[config.mk]
export PLATFORM = sky130hd
export DESIGN_NAME = lii_out_arbiter
export DESIGN_NICKNAME = d
export VERILOG_FILES = /design/src/rtl/lii_pkg.sv /design/src/rtl/rr_arbiter.sv /design/src/rtl/lii_out_arbiter.sv
export SDC_FILE = /design/constraint.sdc
export NUM_CORES = 1
export LEC_CHECK = 0
export BUFFER_PORTS_ARGS = -buffer_cell sky130_fd_sc_hd__buf_2
export CAP_MARGIN = 0
export CORE_AREA = 2 2 321 323
export CTS_BUF_LIST = sky130_fd_sc_hd__clkbuf_8
export CTS_CLUSTER_DIAMETER = 50
export DETAILED_ROUTE_END_ITERATION = 10
export DIE_AREA = 0 0 323 325
export HOLD_SLACK_MARGIN = 0.02
export PLACE_DENSITY = 0.3
export SYNTH_ARGS = -nofsm -noshare
export SYNTH_HDL_FRONTEND = slang
export SYNTH_SLANG_ARGS = --single-unit
[constraint.sdc]
create_clock -name aclk -period 5.3 [get_ports aclk]
set_clock_uncertainty 0.1 [all_clocks]
set_input_delay 0.795 -clock aclk [delete_from_list [all_inputs] [get_ports aclk]]
set_output_delay 0.795 -clock aclk [all_outputs]
set_load 0.02 [all_outputs]
[src/rtl/lii_pkg.sv]
// lii_pkg -- shared constants and types for the LII output arbiter.
//   LII_ID_W    : width of source/destination IDs on the phy link
//   GID_W       : width of a requester index (grant_id, last_grant)
//   arb_state_e : arbiter FSM state (IDLE, GRANT)
package lii_pkg;
  localparam int LII_ID_W = 8;
  localparam int GID_W    = 4;

  typedef enum logic {
    IDLE  = 1'b0,
    GRANT = 1'b1
  } arb_state_e;
endpackage

[src/rtl/rr_arbiter.sv]
// rr_arbiter -- combinational round-robin picker.
//   req    [N-1:0] : requests
//   last   [3:0]   : index of the previous grant holder (must be < N)
//   onehot [N-1:0] : selected requester, one-hot (all zero when no request)
//   index  [3:0]   : selected requester index (0 when no request)
// The search starts at (last+1) mod N and wraps, so the previous holder
// is considered last.
module rr_arbiter
  import lii_pkg::*;
#(
  parameter int N = 4
) (
  input  logic [N-1:0]     req,
  input  logic [GID_W-1:0] last,
  output logic [N-1:0]     onehot,
  output logic [GID_W-1:0] index
);
  localparam int IW = (N > 1) ? $clog2(N) : 1;

  logic [5:0] cand;
  logic       found;

  always_comb begin
    onehot = '0;
    index  = '0;
    found  = 1'b0;
    cand   = '0;
    for (int k = 1; k <= N; k++) begin
      cand = {2'b00, last} + 6'(k);
      if (cand >= 6'(N)) cand = cand - 6'(N);
      if (!found && req[cand[IW-1:0]]) begin
        found                  = 1'b1;
        onehot[cand[IW-1:0]]   = 1'b1;
        index                  = GID_W'(cand);
      end
    end
  end
endmodule

[src/rtl/lii_out_arbiter.sv]
// lii_out_arbiter -- round-robin merge of N requester streams onto one
// LII phy output, with bounded bursts and a one-entry output register.
//   aclk, arstn       : clock, async active-low reset
//   req_tdata/tvalid/tready/dst : N requester streams (slice i = requester i)
//   lii_out_p0_tdata/tvalid/tready : phy output stream
//   lii_out_p0_src    : constant SRC_ID
//   lii_out_p0_dst    : destination ID captured with each beat
//   grant_id          : current grant holder (meaningful in GRANT)
//   stat_beats        : per-requester 32-bit transferred-beat counters
// Build option: define LII_ARB_STATS_EN to build the stat_beats counters;
// otherwise stat_beats is tied to zero.
module lii_out_arbiter
  import lii_pkg::*;
#(
  parameter int            N      = 4,
  parameter int            PW     = 128,
  parameter int            BURST  = 16,
  parameter logic [7:0]    SRC_ID = 8'h00
) (
  input  logic                  aclk,
  input  logic                  arstn,
  input  logic [N*PW-1:0]       req_tdata,
  input  logic [N-1:0]          req_tvalid,
  output logic [N-1:0]          req_tready,
  input  logic [N*8-1:0]        req_dst,
  output logic [PW-1:0]         lii_out_p0_tdata,
  output logic                  lii_out_p0_tvalid,
  input  logic                  lii_out_p0_tready,
  output logic [LII_ID_W-1:0]   lii_out_p0_src,
  output logic [LII_ID_W-1:0]   lii_out_p0_dst,
  output logic [GID_W-1:0]      grant_id,
  output logic [N*32-1:0]       stat_beats
);
  arb_state_e          state_q, state_d;
  logic [GID_W-1:0]    gnt_q, last_q;
  logic [8:0]          beat_q;
  logic [N-1:0]        arb_oh, gnt_oh;
  logic [GID_W-1:0]    arb_idx;

  logic                out_vld_q;
  logic [PW-1:0]       out_data_q;
  logic [LII_ID_W-1:0] out_dst_q;

  logic                out_ready, cur_vld, xfer, last_beat;
  logic [PW-1:0]       cur_data;
  logic [LII_ID_W-1:0] cur_dst;

  rr_arbiter #(.N(N)) u_rr (
    .req    (req_tvalid),
    .last   (last_q),
    .onehot (arb_oh),
    .index  (arb_idx)
  );

  // Grant holder decode and its stream mux.
  always_comb begin
    gnt_oh   = '0;
    cur_vld  = 1'b0;
    cur_data = '0;
    cur_dst  = '0;
    for (int i = 0; i < N; i++) begin
      gnt_oh[i] = (gnt_q == GID_W'(i));
      if (gnt_oh[i]) begin
        cur_vld  = req_tvalid[i];
        cur_data = req_tdata[i*PW +: PW];
        cur_dst  = req_dst[i*8 +: 8];
      end
    end
  end

  // Output register accepts a new beat when empty or draining this cycle,
  // which gives full throughput without a skid buffer.
  assign out_ready  = !out_vld_q | lii_out_p0_tready;
  assign xfer       = (state_q == GRANT) & cur_vld & out_ready;
  assign last_beat  = (beat_q == 9'(BURST - 1));
  assign req_tready = ((state_q == GRANT) && out_ready) ? gnt_oh : '0;

  always_comb begin
    state_d = state_q;
    case (state_q)
      IDLE:    if (|arb_oh) state_d = GRANT;
      GRANT: begin
        if (!cur_vld)               state_d = IDLE;
        else if (xfer && last_beat) state_d = IDLE;
      end
      default: state_d = IDLE;
    endcase
  end

  always_ff @(posedge aclk or negedge arstn) begin
    if (!arstn) begin
      state_q <= IDLE;
      gnt_q   <= '0;
      last_q  <= GID_W'(N - 1);
      beat_q  <= '0;
    end else begin
      state_q <= state_d;
      if (state_q == IDLE && (|arb_oh)) gnt_q <= arb_idx;
      // Leaving GRANT closes the burst; the mandatory IDLE cycle re-arbitrates.
      if (state_q == GRANT && state_d == IDLE) begin
        last_q <= gnt_q;
        beat_q <= '0;
      end else if (xfer) begin
        beat_q <= beat_q + 9'd1;
      end
    end
  end

  always_ff @(posedge aclk or negedge arstn) begin
    if (!arstn) begin
      out_vld_q  <= 1'b0;
      out_data_q <= '0;
      out_dst_q  <= '0;
    end else if (out_ready) begin
      out_vld_q <= xfer;
      if (xfer) begin
        out_data_q <= cur_data;
        out_dst_q  <= cur_dst;
      end
    end
  end

  assign lii_out_p0_tvalid = out_vld_q;
  assign lii_out_p0_tdata  = out_data_q;
  assign lii_out_p0_dst    = out_dst_q;
  assign lii_out_p0_src    = SRC_ID;
  assign grant_id          = gnt_q;

`ifdef LII_ARB_STATS_EN
  for (genvar i = 0; i < N; i++) begin : g_stat
    logic [31:0] cnt_q;
    always_ff @(posedge aclk or negedge arstn) begin
      if (!arstn)                cnt_q <= '0;
      else if (xfer && gnt_oh[i]) cnt_q <= cnt_q + 32'd1;
    end
    assign stat_beats[i*32 +: 32] = cnt_q;
  end
`else
  assign stat_beats = '0;
`endif
endmodule

==> results of run 1 <==
==> cells in the mapped netlist, types with 2 or more instances <==
| cell | count |
|---|---|
| nor4_1 | 3 |
| or3_1 | 8 |
| mux2i_1 | 5 |
| a221oi_1 | 137 |
| mux2_2 | 5 |
| buf_1 | 4 |
| nor2_1 | 15 |
| xor2_1 | 5 |
| mux4_2 | 4 |
| buf_6 | 2 |
| buf_4 | 136 |
| clkbuf_1 | 76 |
| o31ai_1 | 2 |
| a32o_1 | 2 |
| a22oi_1 | 2 |
| o211ai_1 | 2 |
| nand2_1 | 147 |
| a21oi_1 | 8 |
| nand3_1 | 4 |
| o21ai_0 | 144 |
| a22o_1 | 137 |
| nor2_2 | 4 |
| and2_1 | 2 |
| xnor2_1 | 3 |
| ha_1 | 18 |
| nor3_1 | 6 |
| nand4_1 | 4 |
| inv_1 | 10 |
| o311ai_0 | 2 |
| dfrtp_1 | 153 |
| o22ai_1 | 2 |
| buf_2 | 17 |
| nor2b_1 | 2 |
| nand2b_1 | 5 |
| dfstp_2 | 2 |
| a31oi_1 | 6 |
==> per-layer routing <==
metal,GRT usage,up-vias,share of wire,routed length [um]
met1,0.118,5295,0.40,22400
met5,0,-,0.0017,95
met3,0.0375,84,0.092,5160
li1,-,5199,-,-
met2,0.172,612,0.48,26900
met4,0.0390,14,0.025,1370
==> placed cells by master, fill, tap and decap left out, types with 3 or more instances in the layout <==
cell type,n
a21oi_1,8
a221oi_1,137
a22o_1,137
a31oi_1,6
buf_12,5
buf_2,694
buf_4,10
clkbuf_8,19
clkinvlp_4,4
conb_1,136
dfrtp_1,153
diode_2,9
ha_1,18
inv_1,10
inv_8,3
mux2_2,5
mux2i_1,5
mux4_2,4
nand2_1,147
nand2b_1,5
nand3_1,4
nand4_1,4
nor2_1,15
nor2_4,4
nor3_1,6
nor4_1,3
o21ai_0,144
or3_1,8
xnor2_1,3
xor2_1,5
==> registers in the layout, summed over array words and instances (netlist names) <==
name               cells
grant_id               4
lii_out_p0_tdata     128
lii_out_p0_tvalid      1
state_q                1
beat_q                 9
last_q                 4
lii_out_p0_dst         8
==> kinds of logic after synthesis <==
logic type | Yosys count
AOI/OAI and AO/OA | 453
xor gates and xnor gates | 8
DFF | 155
and+or+nand+nor | 208
other | 1
muxes | 14
adders and majority gates | 18
buffers and inverters | 246
==> power by group through the flow <==
| stage | sequential, mW | combinational [mW] | clock, mW |
|---|---|---|---|
| 3_3_place_gp | 1.78 | 3.00 | 0 |
| 5_1_grt | 1.81 | 3.27 | 1.11 |
| 4_1_cts | 1.77 | 3.02 | 1.07 |
| 3_5_place_dp | 1.79 | 3.02 | 0 |
| 6_report | 1.76 | 2.95 | 0.987 |
| 2_1_floorplan | 2.05 | 1.61 | 0 |
==> worst paths after layout <==
kind,start,to,slack (ps),cells past startpoint
max in group asynchronous,arstn,last_q[1],3920,2
setup reg to reg,last_q[0],grant_id[0],2180,7
min in group aclk,lii_out_p0_tdata[4],lii_out_p0_tdata[4],380,2
hold reg to reg,lii_out_p0_tdata[4],lii_out_p0_tdata[4],380,2
hold / removal,arstn,lii_out_p0_tdata[40],130,1
setup / recovery,last_q[0],grant_id[0],2180,7
==> worst max-delay path, cell delays in order, from the launching register on <==
cell,delay [ps]
dfstp_2,830
inv_1,200
ha_1,430
mux4_2,450
or3_1,400
o2bb2ai_2,320
nor2_1,80
a31o_2,220
==> final cells by class <==
| cell class | instances | area share |
|---|---|---|
| Antenna cell | 9 | 0.00150 |
| Clock buffer | 19 | 0.0174 |
| Clock inverter | 13 | 0.00890 |
| Inverter | 11 | 0.00275 |
| Multi-Input combinational cell | 837 | 0.354 |
| Sequential cell | 155 | 0.258 |
| Tap cell | 1368 | 0.114 |
| Timing Repair Buffer | 710 | 0.243 |
==> through the flow <==
stage / utilization / instances / total power [mW]
finish: 0.148 / 3122 / 5.70
global route: 0.148 / 3119 / 6.19
CTS: 0.148 / 3113 / 5.86
detailed placement: 0.144 / 3081 / 4.80
global placement: 0.144 / 3081 / 4.78
floorplan: - / 1238 / 3.66
==> flow_summary.yaml, run 1 <==
floorplanning:
  core_um2: 101000
  die_area_um2: 105000
  die_w_um: 323
  die_y_um: 325
  std_cell_rows: 117
  ios: 832
  initial_core_util: 0.100
clock_network:
  clock_tree.buffer_depth: 2
  cts_setup_buffers: 0
  cts_made_buffers: 17
  cts_resized: 0
  cts.clk_slew.worst_paths_ps: 100
  clockRootBuffer: "clkbuf_8"
  cts_tree: "done"
  htreeDepth: 4
  postCtsHoldBufs: 0
  insertion_delay_ps: 580
  cts_num_sinks: 155
synthesis:
  synth-edff-count: 0
  synth_area_um2: 10100
  syn_inst: 1103
  synth-seq-cells: 155
  synth_cell_types: 55
  synth.mux.area_fraction: 0.0194
  yosys_most_used_dff: "dfrtp_1"
  synth_area_per_cell_um2: 9.19
  yosys_warnings: 0
  synth_top_area_frac: 0.378
  synthSimpleGateAreaFrac: 0.0890
  async_flop_share: 1.00
  yosysTopAreaCell: "dfrtp_1"
  synth-compound-area-share: 0.334
  synth_top_family_by_area: "compound AO/OA/AOI/OAI gates"
  synth_top_cells_by_area: "dfrtp_1 (38%), a221oi_1 (12%), a22o_1 (12%), buf_4 (10%), o21ai_0 (7.1%)"
  ys_seq_area_frac: 0.383
  synth_adder_area_share: 0.0222
  yosys.area_share.xor_xnor: 0.00691
sta:
  worst_pin_slew_ps: 960
  fin_hold_ws_ps: 126
  setup_violations: 0
  tns_ps: 0
  report.final.hold_viol_count: 0
  min_period_over_period: 0.590
  fin_crit_ps: 3120
  max_freq_mhz: 320
  slew-limit-headroom: 0.360
  rsz0062_at_grt: "no"
  slew_violations: 0
  setup_ws_ps: 2180
grt:
  grt_max_degree: 105
  grt_antenna_before_repair: 27
  grt_usage: 0.103
  grt_pass1_vias: 11100
  grt.overflow.total: 0
  grt_pass1_wl_mm: 77.7
place:
  gp_congestion: 0.846
  place_hpwl_mm: 45.5
  dpl_worst_slack_ps: 2200
  io_buffers: 695
  placed_area_um2: 14600
power_and_ir_drop:
  p_per_area_nw_per_um2: 379
  share_seq_of_total_power: 0.309
  switching_share: 0.476
  p_comb_frac: 0.518
  clock_power_share: 0.173
  p_int_mw: 2.98
  ir_drop_uv: 148
  p_sw_mw: 2.71
  leakagePower_nw: 7.17
routing:
  wl_per_cell_um: 17.9
  ant_nets: 0
  routed_wl_mm: 56.0
  drc_errors: 0
  dr.pass1.iters: 6
  via_per_inst: 3.59
  dr_total_vias: 11200
  initialDrtViolationCount: 534
setup_path:
  cp-start-kind: "register"
  crit_type: "register to register"
  critPathArrivalTime_ps: 3490
  worstPathRequired_ps: 5660
  cp_max_fo: 23
  crit_path_end_kind: "register"
cells_and_area:
  drive_above_1_share: 0.438
  syn2layout_area_growth_pct: 48.3
  nFillCells: 11700
  post-route-cell-area_um2: 15000
  nNetsFinal: 2301
  seqCellArea_um2: 3880
  multi_input_area_um2: 5320
job:
  maxCapViolations: 0
worst_hold_path:
  hold_path_class: "input pin to async pin"
run_status:
  status: "completed"
Power figures use the tool's default switching activity.
==> inputs of run 2 (changes only) <==
==> constraint.sdc (replaced) <==
create_clock -name aclk -period 2.8 [get_ports aclk]
set_clock_uncertainty 0.1 [all_clocks]
set_input_delay 0.42 -clock aclk [delete_from_list [all_inputs] [get_ports aclk]]
set_output_delay 0.42 -clock aclk [all_outputs]
set_load 0.02 [all_outputs]
==> flow_summary.yaml, run 2 (synthesized netlist as in run 1, its figures left out) <==
cells_and_area:
  largest_reg_flops: 128
  nFillCells: 11500
  syn2layout_area_growth_pct: 79.8
  multi_input_area_um2: 5350
  fin_util: 0.180
  drive_above_1_share: 0.409
  seqCellArea_um2: 3880
  nNetsFinal: 2602
  final_common_cell: "buf_2"
  mostFrequentLayoutCells: "buf_2 (694), dlygate4sd3_1 (234), dfrtp_1 (151)"
  stdcell_count: 3417
floorplanning:
  initial_core_util: 0.100
  core_um2: 101000
  ios: 832
  die_area_um2: 105000
  die_w_um: 323
  die_y_um: 325
  std_cell_rows: 117
clock_network:
  htreeDepth: 4
  cts_made_buffers: 17
  cts_tree: "done"
  clockRootBuffer: "clkbuf_8"
  clock_tree.buffer_depth: 2
  insertion_delay_ps: 560
  cts.clk_slew.worst_paths_ps: 100
  cts_num_sinks: 155
grt:
  grt_pass1_vias: 12800
  grt.overflow.total: 0
  grt_antenna_before_repair: 16
  grt_max_degree: 65
  grt_usage: 0.111
  grt_pass1_wl_mm: 84.8
routing:
  wl_per_cell_um: 19.3
  initialDrtViolationCount: 705
  dr.pass1.iters: 4
  ant_nets: 0
  routed_wl_mm: 65.8
  drc_errors: 0
  via_per_inst: 3.63
  dr_total_vias: 12400
sta:
  fin_crit_ps: 2690
  slew-limit-headroom: 0.562
  max_freq_mhz: 372
  report.final.hold_viol_count: 0
  slew_violations: 0
  min_period_over_period: 0.959
  rsz0062_at_grt: "yes"
  setup_violations: 0
  fin_hold_ws_ps: 114
  setup_ws_ps: 114
  worst_pin_slew_ps: 658
setup_path:
  cp_max_fo: 17
  slowest_delay_ps: 580
  r2r-end: "lii_out_p0_tdata[111]"
  crit_type: "register to register"
  cp-start-kind: "register"
  crit_chain: "or3b_4, buf_4, nor2_4, buf_4, clkbuf_16, a221oi_1, dlygate4sd3_1, o21ai_0"
  r2r_start: "grant_id[3]"
  rrSetupSlack_ps: 110
  critPathArrivalTime_ps: 3080
  path_common_cell: "buf_4"
  worstPathRequired_ps: 3190
  timing.critical_path.slowest_stage_cell: "dlygate4sd3_1"
  crit_path_end_kind: "register"
  r2r_cells: 8
worst_hold_path:
  min_to: "lii_out_p0_tdata[99]"
  hold_depth: 3
  min_from: "req_tdata[355]"
  hold_path_class: "input pin to register"
place:
  post-place-cells: 3127
  dpl_worst_slack_ps: 234
  place_hpwl_mm: 48.6
  io_buffers: 695
  gp_congestion: 0.859
run_status:
  status: "completed"
power_and_ir_drop:
  p_per_area_nw_per_um2: 682
  leakagePower_nw: 8.49
  ir_drop_uv: 245
job:
  maxCapViolations: 0
## run 2: cell count changes in the layout (fill, tap and decap cells not counted), moves of 3 or more
cell           before  now
diode_2             9    3
bufinv_16           1    4
dlygate4sd3_1       0  234
clkbuf_16           0    7
buf_12              5   15
buf_4              10   57
## run 2: what timing repair did
action,CTS,global route
endpoints found under the setup margin,0,43
hold buffers,234,0
gates resized for setup,0,10
buffers inserted,0,14
endpoints found under the hold margin,164,0
## run 2: power breakdown
group          internal [mW]  total (mW)  switching (mW)  leakage, nW
Sequential              2.84        3.26           0.422         2.10
Clock                   1.05        2.13            1.08        0.220
Combinational           2.98        7.04            4.07         6.17
## run 2: metrics by stage
step	power (mW)	setup TNS [ps]	area [um2]
after floorplan	6.96	0	10700
after global placement	9.53	0	15100
after detailed placement	9.53	0	15100
after CTS	12.3	0	17900
after global routing	13.4	-5.76	18200
final	12.4	0	18200
## run 2: how the worst max path moves through the flow
stage	slack, ps	startpoint	to
2_1_floorplan	6	last_q[0]	grant_id[0]
3_3_place_gp	270	last_q[0]	grant_id[2]
3_5_place_dp	230	last_q[2]	grant_id[2]
4_1_cts	8	grant_id[3]	lii_out_p0_tdata[89]
5_1_grt	-4	grant_id[3]	lii_out_p0_tdata[102]
6_report	110	grant_id[3]	lii_out_p0_tdata[111]
## run 2: metal layers
metal  track usage  up-vias  wire length (um)
met3        0.0329       91              4780
met2         0.190      605             31600
li1              -     5797                 -
met5             0        -                59
met1         0.127     5893             26700
met4        0.0487        8              2690
## run 2: area by class of cell
class	instances	share of cell area
diodes	3	0.000412
clock buffers	20	0.0151
clock inverters	12	0.0101
inverters	11	0.00226
multi-input cells	837	0.293
flip-flops and latches	155	0.213
well taps	1368	0.0939
repair buffers	1011	0.372
## run 2: worst max-delay path: cells and delay by family (launching register included)
| kind | cells | cell delay (ps) |
|---|---|---|
| flip-flops | 1 | 420 |
| AO/OA/AOI/OAI | 2 | 250 |
| buffers and inverters | 4 | 1210 |
| AND/OR/NAND/NOR | 2 | 610 |
